===== src/rtl/exec_seg_scheduler.sv =====
// Segment scheduler for the buffer command executor: queues host segment addresses,
// launches them one at a time, checks completion codes and supervises run time.
module exec_seg_scheduler #(
    parameter int          QDEPTH_LOG2 = 3,
    parameter logic [31:0] TIMEOUT     = 32'd0
) (
    input  logic                   clk,
    input  logic                   rst,
    input  logic                   run_en,
    input  logic                   seg_push,
    input  logic [15:0]            seg_push_addr,
    input  logic                   abort_req,
    input  logic                   clear_fault,
    output logic [QDEPTH_LOG2:0]   seg_count,
    output logic                   seg_full,
    output logic                   exec_start,
    output logic [15:0]            exec_start_addr,
    output logic                   exec_abort,
    input  logic                   exec_complete,
    input  logic [7:0]             exec_error,
    input  logic [15:0]            exec_pc,
    output logic                   busy,
    output logic                   fault,
    output logic [7:0]             fault_code,
    output logic [15:0]            fault_pc,
    output logic                   push_ovf,
    output logic [31:0]            segs_done,
    output logic                   irq_drained
);

    localparam int                       DEPTH    = 1 << QDEPTH_LOG2;
    localparam logic [QDEPTH_LOG2:0]     FULL_CNT = (QDEPTH_LOG2 + 1)'(DEPTH);
    localparam logic [QDEPTH_LOG2:0]     CNT_ONE  = (QDEPTH_LOG2 + 1)'(1);
    localparam logic [QDEPTH_LOG2-1:0]   PTR_ONE  = (QDEPTH_LOG2)'(1);

    localparam logic [2:0] S_IDLE  = 3'd0;
    localparam logic [2:0] S_START = 3'd1;
    localparam logic [2:0] S_RUN   = 3'd2;
    localparam logic [2:0] S_CHECK = 3'd3;
    localparam logic [2:0] S_FAULT = 3'd4;

    localparam logic [7:0] CODE_OK    = 8'h7F;
    localparam logic [7:0] CODE_ABORT = 8'h82;
    localparam logic [7:0] CODE_WDOG  = 8'h83;

    logic [2:0]               r_state;
    logic [15:0]              r_mem [DEPTH];
    logic [QDEPTH_LOG2-1:0]   r_wr_ptr;
    logic [QDEPTH_LOG2-1:0]   r_rd_ptr;
    logic [QDEPTH_LOG2:0]     r_count;
    logic                     r_full;
    logic                     r_start;
    logic [15:0]              r_start_addr;
    logic                     r_abort;
    logic                     r_busy;
    logic                     r_fault;
    logic [7:0]               r_fault_code;
    logic [15:0]              r_fault_pc;
    logic                     r_push_ovf;
    logic [31:0]              r_segs_done;
    logic                     r_irq;
    logic [31:0]              r_wdog;

    logic [2:0]               w_next_state;
    logic                     w_pop;
    logic                     w_abort_pulse;
    logic                     w_set_fault;
    logic [7:0]               w_new_code;
    logic                     w_done_ok;
    logic                     w_clear;
    logic                     w_push_ok;
    logic                     w_push_drop;
    logic [QDEPTH_LOG2:0]     w_count_next;

    // Next-state decode; abort_req overrides every other event.
    always_comb begin
        w_next_state  = r_state;
        w_pop         = 1'b0;
        w_abort_pulse = 1'b0;
        w_set_fault   = 1'b0;
        w_new_code    = r_fault_code;
        w_done_ok     = 1'b0;
        w_clear       = 1'b0;
        if (abort_req) begin
            if ((r_state == S_START) || (r_state == S_RUN) || (r_state == S_CHECK)) begin
                w_next_state  = S_FAULT;
                w_abort_pulse = 1'b1;
                w_set_fault   = 1'b1;
                w_new_code    = CODE_ABORT;
            end else begin
                w_next_state  = r_state;
            end
        end else begin
            case (r_state)
                S_IDLE: begin
                    if (run_en && (r_count != '0)) begin
                        w_pop        = 1'b1;
                        w_next_state = S_START;
                    end else begin
                        w_next_state = S_IDLE;
                    end
                end
                S_START: w_next_state = S_RUN;
                S_RUN: begin
                    if (exec_complete) begin
                        w_next_state = S_CHECK;
                    end else if ((TIMEOUT != 32'd0) && (r_wdog == (TIMEOUT - 32'd1))) begin
                        w_next_state  = S_FAULT;
                        w_abort_pulse = 1'b1;
                        w_set_fault   = 1'b1;
                        w_new_code    = CODE_WDOG;
                    end else begin
                        w_next_state = S_RUN;
                    end
                end
                S_CHECK: begin
                    if (exec_error == CODE_OK) begin
                        w_done_ok    = 1'b1;
                        w_next_state = S_IDLE;
                    end else begin
                        w_next_state = S_FAULT;
                        w_set_fault  = 1'b1;
                        w_new_code   = exec_error;
                    end
                end
                S_FAULT: begin
                    if (clear_fault) begin
                        w_clear      = 1'b1;
                        w_next_state = S_IDLE;
                    end else begin
                        w_next_state = S_FAULT;
                    end
                end
                default: w_next_state = S_IDLE;
            endcase
        end
    end

    // Queue occupancy; a flush discards any same-cycle push.
    always_comb begin
        w_push_ok   = seg_push && !abort_req && (r_count != FULL_CNT);
        w_push_drop = seg_push && !abort_req && (r_count == FULL_CNT);
        if (abort_req) begin
            w_count_next = '0;
        end else if (w_push_ok && !w_pop) begin
            w_count_next = r_count + CNT_ONE;
        end else if (!w_push_ok && w_pop) begin
            w_count_next = r_count - CNT_ONE;
        end else begin
            w_count_next = r_count;
        end
    end

    // Queue storage; contents are don't-care while not counted.
    always_ff @(posedge clk) begin
        if (w_push_ok) begin
            r_mem[r_wr_ptr] <= seg_push_addr;
        end else begin
            r_mem[r_wr_ptr] <= r_mem[r_wr_ptr];
        end
    end

    // State, queue pointers, watchdog and all registered outputs.
    always_ff @(posedge clk) begin
        if (rst) begin
            r_state      <= S_IDLE;
            r_wr_ptr     <= '0;
            r_rd_ptr     <= '0;
            r_count      <= '0;
            r_full       <= 1'b0;
            r_start      <= 1'b0;
            r_start_addr <= 16'h0000;
            r_abort      <= 1'b0;
            r_busy       <= 1'b0;
            r_fault      <= 1'b0;
            r_fault_code <= 8'h00;
            r_fault_pc   <= 16'h0000;
            r_push_ovf   <= 1'b0;
            r_segs_done  <= 32'd0;
            r_irq        <= 1'b0;
            r_wdog       <= 32'd0;
        end else begin
            r_state <= w_next_state;
            r_count <= w_count_next;
            r_full  <= (w_count_next == FULL_CNT);
            r_start <= (w_next_state == S_START);
            r_abort <= w_abort_pulse;
            r_busy  <= (w_next_state != S_IDLE);
            r_fault <= (w_next_state == S_FAULT);
            r_irq   <= w_done_ok && (w_count_next == '0);

            if (abort_req) begin
                r_wr_ptr <= '0;
                r_rd_ptr <= '0;
            end else begin
                if (w_push_ok) begin
                    r_wr_ptr <= r_wr_ptr + PTR_ONE;
                end else begin
                    r_wr_ptr <= r_wr_ptr;
                end
                if (w_pop) begin
                    r_rd_ptr     <= r_rd_ptr + PTR_ONE;
                    r_start_addr <= r_mem[r_rd_ptr];
                end else begin
                    r_rd_ptr     <= r_rd_ptr;
                end
            end

            if (r_state == S_START) begin
                r_wdog <= 32'd0;
            end else if (r_state == S_RUN) begin
                r_wdog <= r_wdog + 32'd1;
            end else begin
                r_wdog <= r_wdog;
            end

            if (w_set_fault) begin
                r_fault_code <= w_new_code;
                r_fault_pc   <= exec_pc;
            end else if (w_clear) begin
                r_fault_code <= 8'h00;
                r_fault_pc   <= 16'h0000;
            end else begin
                r_fault_code <= r_fault_code;
                r_fault_pc   <= r_fault_pc;
            end

            // A fresh overflow outranks the clear so it is never lost.
            if (w_push_drop) begin
                r_push_ovf <= 1'b1;
            end else if (w_clear) begin
                r_push_ovf <= 1'b0;
            end else begin
                r_push_ovf <= r_push_ovf;
            end

            if (w_done_ok) begin
                r_segs_done <= r_segs_done + 32'd1;
            end else begin
                r_segs_done <= r_segs_done;
            end
        end
    end

    assign seg_count       = r_count;
    assign seg_full        = r_full;
    assign exec_start      = r_start;
    assign exec_start_addr = r_start_addr;
    assign exec_abort      = r_abort;
    assign busy            = r_busy;
    assign fault           = r_fault;
    assign fault_code      = r_fault_code;
    assign fault_pc        = r_fault_pc;
    assign push_ovf        = r_push_ovf;
    assign segs_done       = r_segs_done;
    assign irq_drained     = r_irq;

endmodule


===== config.mk =====
export PLATFORM = sky130hd
export DESIGN_NAME = exec_seg_scheduler
export DESIGN_NICKNAME = d
export VERILOG_FILES = /design/src/rtl/exec_seg_scheduler.sv
export SDC_FILE = /design/constraint.sdc
export NUM_CORES = 1
export LEC_CHECK = 0
export ABC_CLOCK_PERIOD_IN_PS = 3000
export CORE_MARGIN = 2
export CORE_UTILIZATION = 35
export DETAILED_ROUTE_END_ITERATION = 10
export PLACE_DENSITY = 0.66
export REMOVE_ABC_BUFFERS = 1
export SYNTH_ARGS = -nofsm -noshare
export SYNTH_HDL_FRONTEND = slang
export SYNTH_SLANG_ARGS = --single-unit

===== constraint.sdc =====
create_clock -name clk -period 3 [get_ports clk]
set_input_delay 0.6 -clock clk [delete_from_list [all_inputs] [get_ports clk]]
set_output_delay 0.6 -clock clk [all_outputs]
set_load 0.02 [all_outputs]

After elaboration in Yosys (flattened, before gate mapping) --
Memory sizes are Yosys's and may differ from the RTL's. A register that Yosys moved wholly into a read port is not among the register bits. Cells that the tools add are included.
Operators by class: add/sub/neg operators 5, shifts and indexed selects 0, reductions and logical operators 23, divide/modulo/power cells 0, eq/ne operators 14, $lt $le $gt $ge 0, multiply operators 0, mux-type cells 37, bitwise logic cells 2
Operators by type and width (count):
- 16-bit 2-to-1 mux | 3
- 8-bit 2-to-1 mux | 6
- 32-bit by 1-bit adder with 32-bit output, second input constant | 1
- 1-bit 2-to-1 mux | 20
- 3-bit one-hot mux with 5 select lines | 1
- 3-bit 2-to-1 mux | 4
- 4-bit 2-to-1 mux | 3
- 4-bit == test, second input constant | 2
- 8-bit by 7-bit == test with 1-bit output, second input constant | 1
- 1-bit logical AND | 7
- 3-bit by 1-bit adder with 3-bit output, second input constant | 2
- 3-bit by 1-bit == test with 1-bit output, second input constant | 2
- 3-bit by 2-bit == test with 1-bit output, second input constant | 2
- 3-bit == test, second input constant | 2
- 3-bit by 2-bit inequality test with 1-bit output, second input constant | 2
- 4-bit by 1-bit adder with 4-bit output, second input constant | 1
- 4-bit zero test | 1
- 4-bit inequality test, second input constant | 1
- 2-bit AND reduction | 2
- 4-bit AND reduction | 1
- 2-bit nonzero test | 2
- 4-bit nonzero test | 1
- 2-bit OR reduction | 2
- 4-bit by 1-bit subtractor with 4-bit output, second input constant | 1
- other kinds (8) | 11
Storage, ports and cells: register bits 76, memories 1, input port bits 47, bits in latches 0, RAM bits 128, output and inout bits 83, bits in read-only memories 0, word-level logic and storage cells 96
Memory list:
- r_mem | words 8, width 16, read ports 1, clocked after memory_dff 1, wr ports 1, RTL line 47 | logic [15:0] r_mem [DEPTH];

Longest topological paths before layout --
Gate-level depths: netlist of run 1.
depth in word-level cells 11, mapped depth 9, mapped depth without buffers 7

Least setup slack after synthesis of run 1 --
Ideal clock, no wire load.
path type register to register, start reg r_count[0], in the netlist seg_count[0], end mem r_mem[0][0], enable pin, data arrival time 2.990 ns, path slack -0.420 ns, setup time 0.430 ns, stages on the path, launching flop included 7, path buffers 1, data required time 2.570 ns, clock period less this slack 3.420 ns, cell sequence dfxtp_1 inv_1 ha_1 and3b_1 nand2b_1 clkbuf_1 nor4_1
On the way: word-level cells in the longest chain between the ends 5, elaborated cells between the ends (all ways) 7, classes of those cells 1 x eq/ne; 3 x mux; 1 x bitwise; 2 x reduce/logical
RTL lines:
- start: declaration | RTL line 50 | logic [QDEPTH_LOG2:0] r_count;
- start signal: assignment | RTL line 184 | r_count <= w_count_next;
- 4-bit inequality test (*) | RTL line 141 | w_push_ok = seg_push && !abort_req && (r_count != FULL_CNT);
- 1-bit logical AND (*) | RTL line 141
- 1-bit 2-to-1 mux, on equally long branches | RTL line 156, 159
- 1-bit 2-to-1 mux (implied by the code) or 2-bit AND reduction (tied branches)
- 1-bit OR (no line) (*)
- end: declaration | RTL line 47
Mark *: on every way between the ends. The rest lies on a longest branch, timed or not.

Worst setup path after layout of run 1 --
start in exec_error[3], end reg r_segs_done[23], in the netlist segs_done[23]
On the way: word-level cells in the longest chain between the ends 4
RTL lines:
- start: declaration | RTL line 20 | input logic [7:0] exec_error,
- 8-bit by 7-bit == test with 1-bit output | RTL line 117 | if (exec_error == CODE_OK) begin
- 1-bit 2-to-1 mux | RTL line 117
- 1-bit 2-to-1 mux | RTL line 94 | case (r_state)
- 1-bit 2-to-1 mux | RTL line 84 | if (abort_req) begin
- end signal: assignment | RTL line 238 | r_segs_done <= r_segs_done + 32'd1;
- end signal: assignment | RTL line 240 | r_segs_done <= r_segs_done;
- end: declaration | RTL line 60 | logic [31:0] r_segs_done;
Every way passes these cells. A chain may end at the register's enable or synchronous reset.

==> impl_metrics.tcl, run 1 <==
set metrics [dict create \
    grt_max_degree 41 \
    synth_seq_area_share_pct 64.9 \
    synth_xor_area_share_pct 2.30 \
    synth_seq_cells 220 \
    utilization_pct 46.9 \
    viasPerCell 5.05 \
    clkSinkCount 220 \
    synth_edf_count 128 \
    post_cts_buffers 0 \
    fin_crit_sh_pct 80.2 \
    synth_area_um2 8760 \
    grt_pass1_wl_um 31700 \
    power.switching_uw 1350 \
    crit_arrival_ns 2.85 \
    layout-drive-gt1-share_pct 13.9 \
    synth_compound_area_share_pct 6.80 \
    synth-simple-area-share_pct 12.5 \
    vias 5788 \
    peakVddDrop_uv 499 \
    leakage_uw 0.00364 \
    totalPowerFinal_uw 6530 \
    finalSetupViolations 0 \
    die_area_um2 26300 \
    fin_nets 858 \
    pwr-share-seq_pct 49.8 \
    numCtsBuffers 23 \
    worst_ep_required_time_ns 3.44 \
    outcome "completed" \
    cp-end-kind "flip-flop" \
    path_max_fanout 17 \
    layout_setup_ws_ns 0.593 \
    drt_iter0_drc 437 \
    dieWidth_um 162 \
    synthArstFlopShare_pct 0 \
    power.density_nw_per_um2 570 \
    port_buffers 129 \
    fin_setup_tns_ns 0 \
    cts_resized 0 \
    drt-total-wl_um 20400 \
    wl_per_cell_um 17.8 \
    ys_types 48 \
    firstDrtPassIters 4 \
    slew_viol_final 0 \
    antenna_left 0 \
    coreArea_um2 24500 \
    synth_top_family_by_area "simple AND/OR/NAND/NOR gates" \
    p_comb_share_pct 5.5 \
    cts_tree "yes" \
    mostFrequentLayoutCells "clkdlybuf4s50_1 (128), edfxtp_1 (128), dfxtp_1 (91)" \
    grt_overflow 0 \
    postCtsHoldBufs 0 \
    synthMuxAreaShare_pct 10.4 \
    ios 130 \
    netlist_instances 656 \
    hold_depth 2 \
    rsz0062_at_grt "no" \
    period_minus_slack_ns 2.41 \
    rr_worst_depth 7 \
    drc 0 \
    ys_warn_count 0 \
    diodes 0 \
    critPathLaunchType "primary input" \
    worstMarginPinSlew_ns 0.861 \
    synth_area_per_cell_um2 13.4 \
    netSwitchingFraction_pct 20.7 \
    synth-main-ff-cell "edfxtp_1" \
    cts_root_buf "clkbuf_16" \
    max_freq_ghz 0.415 \
    grt_pass1_vias 5711 \
    fin_skew_ns 0.0108 \
    finalNonFillerCells 1147 \
    clk_latency_ns 0.52 \
    hold_violations 0 \
    synthAdderAreaFrac_pct 0.942 \
    crit_type "primary input to flip-flop" \
    gp_congestion 0.803 \
    grt.total_usage_pct 15.3 \
    cap_violations 0 \
    slew_headroom_pct 42.5 \
    p_int_uw 5180 \
    path_clk_slew_ns 0.06 \
    antenna_found_initial 1 \
    placed_cells 1105 \
    fp-row-count 57 \
    clk_path_buf_depth 3 \
    area_growth_pct 30.9 \
    htreeDepth 1 \
    die_h_um 162 \
    hp-class "flip-flop to flip-flop" \
    initial_core_util_pct 35.8 \
    p_clk_share_pct 44.8 \
    post-dp-hpwl_um 13100 \
    place_ws_ns 0.119 \
]
[worst max-delay path, stage by stage]
cell and delay (ns):
clkdlybuf4s50_1 0.52, nand4b_1 0.17, or3_1 0.40, or3_1 0.38
buf_4 0.19, or4_1 0.43, a21oi_1 0.15
[registers in the layout, summed over array words and instances (netlist names), 3 cells and up]
register,cells
r_rd_ptr,3
segs_done,32
r_state,3
seg_count,4
fault_pc,16
r_wr_ptr,3
fault_code,8
r_mem,128
exec_start_addr,16
[final cells by class]
type / count / area, um2
clock buffer: 34 / 657
clock inverter: 8 / 126
fill: 2169 / 13000
inverter: 7 / 26.3
multi-input combinational: 389 / 2910
sequential: 220 / 5690
tap: 324 / 405
timing repair buffer: 165 / 1660
[routing by layer]
metal | global-route usage (%) | vias to the layer above | wire [um]
li1 | - | 2787 | -
met1 | 20.1 | 2804 | 8850
met2 | 26.0 | 169 | 9690
met3 | 3.58 | 26 | 1530
met4 | 3.10 | 2 | 291
met5 | 0 | - | 11
[final timing paths]
check                              startpoint             to  slack, ns
worst min register to register   fault_pc[15]   fault_pc[15]       0.47
worst min-delay path             fault_pc[15]   fault_pc[15]       0.47
worst max register to register   seg_count[0]   r_mem[0][14]       0.73
worst max-delay path            exec_error[3]  segs_done[23]       0.59
[Yosys cell counts, drive strengths merged, types with 2 or more instances]
| cell type | count | share of area (%) |
|---|---|---|
| a211oi | 19 | 1.6 |
| a21o | 3 | 0.26 |
| a21oi | 40 | 2.3 |
| a22o | 6 | 0.60 |
| and2 | 4 | 0.29 |
| and3 | 3 | 0.21 |
| and4 | 3 | 0.30 |
| buf | 13 | 0.76 |
| clkbuf | 27 | 1.2 |
| dfxtp | 92 | 21 |
| edfxtp | 128 | 44 |
| ha | 5 | 0.71 |
| inv | 7 | 0.30 |
| maj3 | 2 | 0.23 |
| mux2i | 18 | 2.1 |
| mux4 | 32 | 8.2 |
| nand2 | 40 | 1.7 |
| nand2b | 5 | 0.36 |
| nand3 | 28 | 1.6 |
| nand4 | 15 | 1.1 |
| nor2 | 56 | 2.4 |
| nor2b | 5 | 0.36 |
| nor3 | 11 | 0.63 |
| nor4 | 8 | 0.57 |
| nor4b | 4 | 0.40 |
| o2111ai | 2 | 0.20 |
| o21ai | 15 | 0.86 |
| o31ai | 5 | 0.43 |
| or2 | 4 | 0.29 |
| or3 | 17 | 1.2 |
| or4 | 3 | 0.26 |
| xnor2 | 12 | 1.2 |
| xor2 | 11 | 1.1 |
[power groups by stage]
| stage | Clock, uW | Sequential (uW) | Combinational, uW |
|---|---|---|---|
| 3_3_place_gp | 0 | 3310 | 356 |
| 5_1_grt | 3110 | 3250 | 389 |
| 2_1_floorplan | 0 | 3350 | 119 |
| 3_5_place_dp | 0 | 3320 | 360 |
| 4_1_cts | 3010 | 3250 | 362 |
| 6_report | 2920 | 3250 | 357 |
[logic make-up (layout without fill, tap and decap cells)]
group	after synthesis	in the layout
buffers and inverters	47	214
xor gates and xnor gates	23	23
DFF	220	220
muxes	51	51
adders and majority gates	7	7
AOI/OAI and AO/OA	96	96
and+or+nand+nor	212	212
[through the flow]
step | cell area [um2] | hold WS, ns
after floorplan | 8600 | 0.504
after global placement | 10700 | 0.454
after detailed placement | 10700 | 0.458
after CTS | 11500 | 0.450
after global routing | 11500 | 0.469
final | 11500 | 0.466
Power figures use the tool's default switching activity.
==> run 2: changes to the inputs <==
--- a/config.mk
+++ b/config.mk
@@ -5,7 +5,7 @@
 export SDC_FILE = /design/constraint.sdc
 export NUM_CORES = 1
 export LEC_CHECK = 0
-export ABC_CLOCK_PERIOD_IN_PS = 3000
+export ABC_CLOCK_PERIOD_IN_PS = 1930
 export CORE_MARGIN = 2
 export CORE_UTILIZATION = 35
 export DETAILED_ROUTE_END_ITERATION = 10
==> constraint.sdc (replaced) <==
create_clock -name clk -period 1.93 [get_ports clk]
set_input_delay 0.386 -clock clk [delete_from_list [all_inputs] [get_ports clk]]
set_output_delay 0.386 -clock clk [all_outputs]
set_load 0.02 [all_outputs]
==> run 2 against run 1 <==
Compared with the run above: the run now ends with negative setup slack left; total power is 57% higher; via count is 5.6% higher; wire length is 8.7% higher; count of clock-buffer cells in the layout is 5 higher; utilization is 3.5 points higher; combinational power is 92% higher; clock skew is 0.0031 ns higher; register-to-register slack worse by 0.85 ns; non-clock buffer count is 65 higher.
==> impl_metrics.tcl, run 2 (synthesis gave the netlist of run 1 again) <==
set metrics [dict create \
    outcome "finished, violations left" \
    violations "negative setup slack" \
    rsz0062_at_grt "yes" \
    fin_crit_sh_pct 106 \
    final_common_cell "edfxtp_1" \
    slew_headroom_pct 65.7 \
    largest-register "r_mem" \
    place_area_um2 11100 \
    htreeDepth 1 \
    cpPeakStageDelay_ns 0.49 \
    gp_congestion 0.848 \
    wl_per_cell_um 18.3 \
    grt_overflow 0 \
    period_minus_slack_ns 2.05 \
    leakage_uw 0.00426 \
    firstDrtPassIters 5 \
    critPathLaunchType "primary input" \
    crit_arrival_ns 2.49 \
    utilization_pct 50.3 \
    antenna_left 0 \
    vias 6110 \
    ios 130 \
    clkSinkCount 220 \
    viasPerCell 5.03 \
    grt.total_usage_pct 15.9 \
    drt_iter0_drc 406 \
    crit_top_cell "or3_4" \
    layout-drive-gt1-share_pct 25.2 \
    fin_skew_ns 0.0139 \
    max_freq_ghz 0.487 \
    clk_path_buf_depth 3 \
    fp-row-count 57 \
    drc 0 \
    clk_latency_ns 0.52 \
    coreArea_um2 24500 \
    crit_type "primary input to flip-flop" \
    grt_max_degree 35 \
    worst_ep_required_time_ns 2.37 \
    port_buffers 129 \
    finalSetupViolations 45 \
    initial_core_util_pct 35.8 \
    hp-class "primary input to flip-flop" \
    crit_family "simple AND/OR/NAND/NOR gates" \
    dieWidth_um 162 \
    largest_reg_flops 128 \
    cts_tree "yes" \
    fin_nets 924 \
    die_area_um2 26300 \
    drt-total-wl_um 22200 \
    postLayoutCellArea_um2 12300 \
    numCtsBuffers 24 \
    cap_violations 0 \
    path_max_fanout 8 \
    area_growth_pct 40.5 \
    hold_violations 0 \
    cts_root_buf "clkbuf_16" \
    cp-end-kind "flip-flop" \
    antenna_found_initial 1 \
    grt_pass1_wl_um 33000 \
    layout_setup_ws_ns -0.125 \
    grt_pass1_vias 5966 \
    path_buf_inv 2 \
    die_h_um 162 \
    worstMarginPinSlew_ns 0.514 \
    peakVddDrop_uv 811 \
    path_clk_slew_ns 0.06 \
    power.density_nw_per_um2 834 \
    slowest_stage "clkdlybuf4s50_1" \
    slew_viol_final 0 \
    diodes 0 \
    path_cells "clkdlybuf4s50_1 > nand4_1 > or3_4 > or3_4 > buf_6 > or4_4 > a21oi_2" \
    mostFrequentLayoutCells "edfxtp_1 (128), dfxtp_1 (86), clkdlybuf4s50_1 (86)" \
    post-dp-hpwl_um 13600 \
]
==> run 2: cell types whose count changed in the layout (fill, tap and decap cells not counted), moves of 4 or more <==
cell,delta
clkdlybuf4s50_1,-42
dfxtp_1,-5
nor3_4,+5
dlygate4sd2_1,+39
dfxtp_2,+5
clkbuf_16,+5
buf_6,+9
nor2_2,+4
buf_4,+49
o21ai_0,-5
nor2_1,-5
o21ai_1,+4
==> run 2: per-stage QoR <==
stage	setup TNS, ns	std cells	setup slack, ns	hold WS (ns)	total power [uW]
after floorplan	-140.24	616	-1.44	0.455	5390
after global placement	-79.10	1153	-0.744	0.453	5760
after detailed placement	-77.68	1153	-0.756	0.459	5760
after CTS	-0.738	1204	-0.0942	0.232	10400
after global routing	-4.32	1214	-0.182	0.253	10600
final	-1.23	1214	-0.125	0.253	10300
==> run 2: what timing repair did <==
| item | CTS | global route |
|---|---|---|
| pin swaps | 16 | 16 |
| resized for setup | 72 | 48 |
| setup buffers | 5 | 7 |
| gates cloned | 2 | 3 |
| endpoints found under the setup margin | 177 | 150 |
| hold buffers | 0 | 0 |
==> run 2: where the power goes <==
group | total, uW | internal, uW | switching (uW)
registers | 5050 | 5020 | 28.5
clock network | 4530 | 2750 | 1780
logic | 686 | 344 | 342
total | 10300 | 8110 | 2150
==> run 2: layer usage <==
layer,vias to the layer above,share of wire [%],track usage [%],routed length (um)
met5,-,0.059,0,13
met4,2,1.5,3.14,330
met3,29,6.1,3.52,1360
met2,175,49,26.8,10800
met1,2987,44,21.3,9670
li1,2917,-,-,-
==> run 2: final cells by class <==
class	count	area, um2
repair buffers	230	2230
well taps	324	405
clock buffers	39	738
clock inverters	5	63.8
fillers	2118	12100
inverters	7	26.3
flip-flops and latches	220	5690
multi-input cells	389	3160
==> run 2: path summary, 6_finish.rpt <==
check                     start       endpoint  slack, ns  cells past startpoint
setup / recovery  exec_error[2]  segs_done[23]      -0.12                      7
hold / removal              rst   segs_done[1]       0.25                      2
setup reg to reg     r_state[2]  segs_done[23]      -0.12                      6
hold reg to reg    fault_pc[15]   fault_pc[15]       0.46                      2
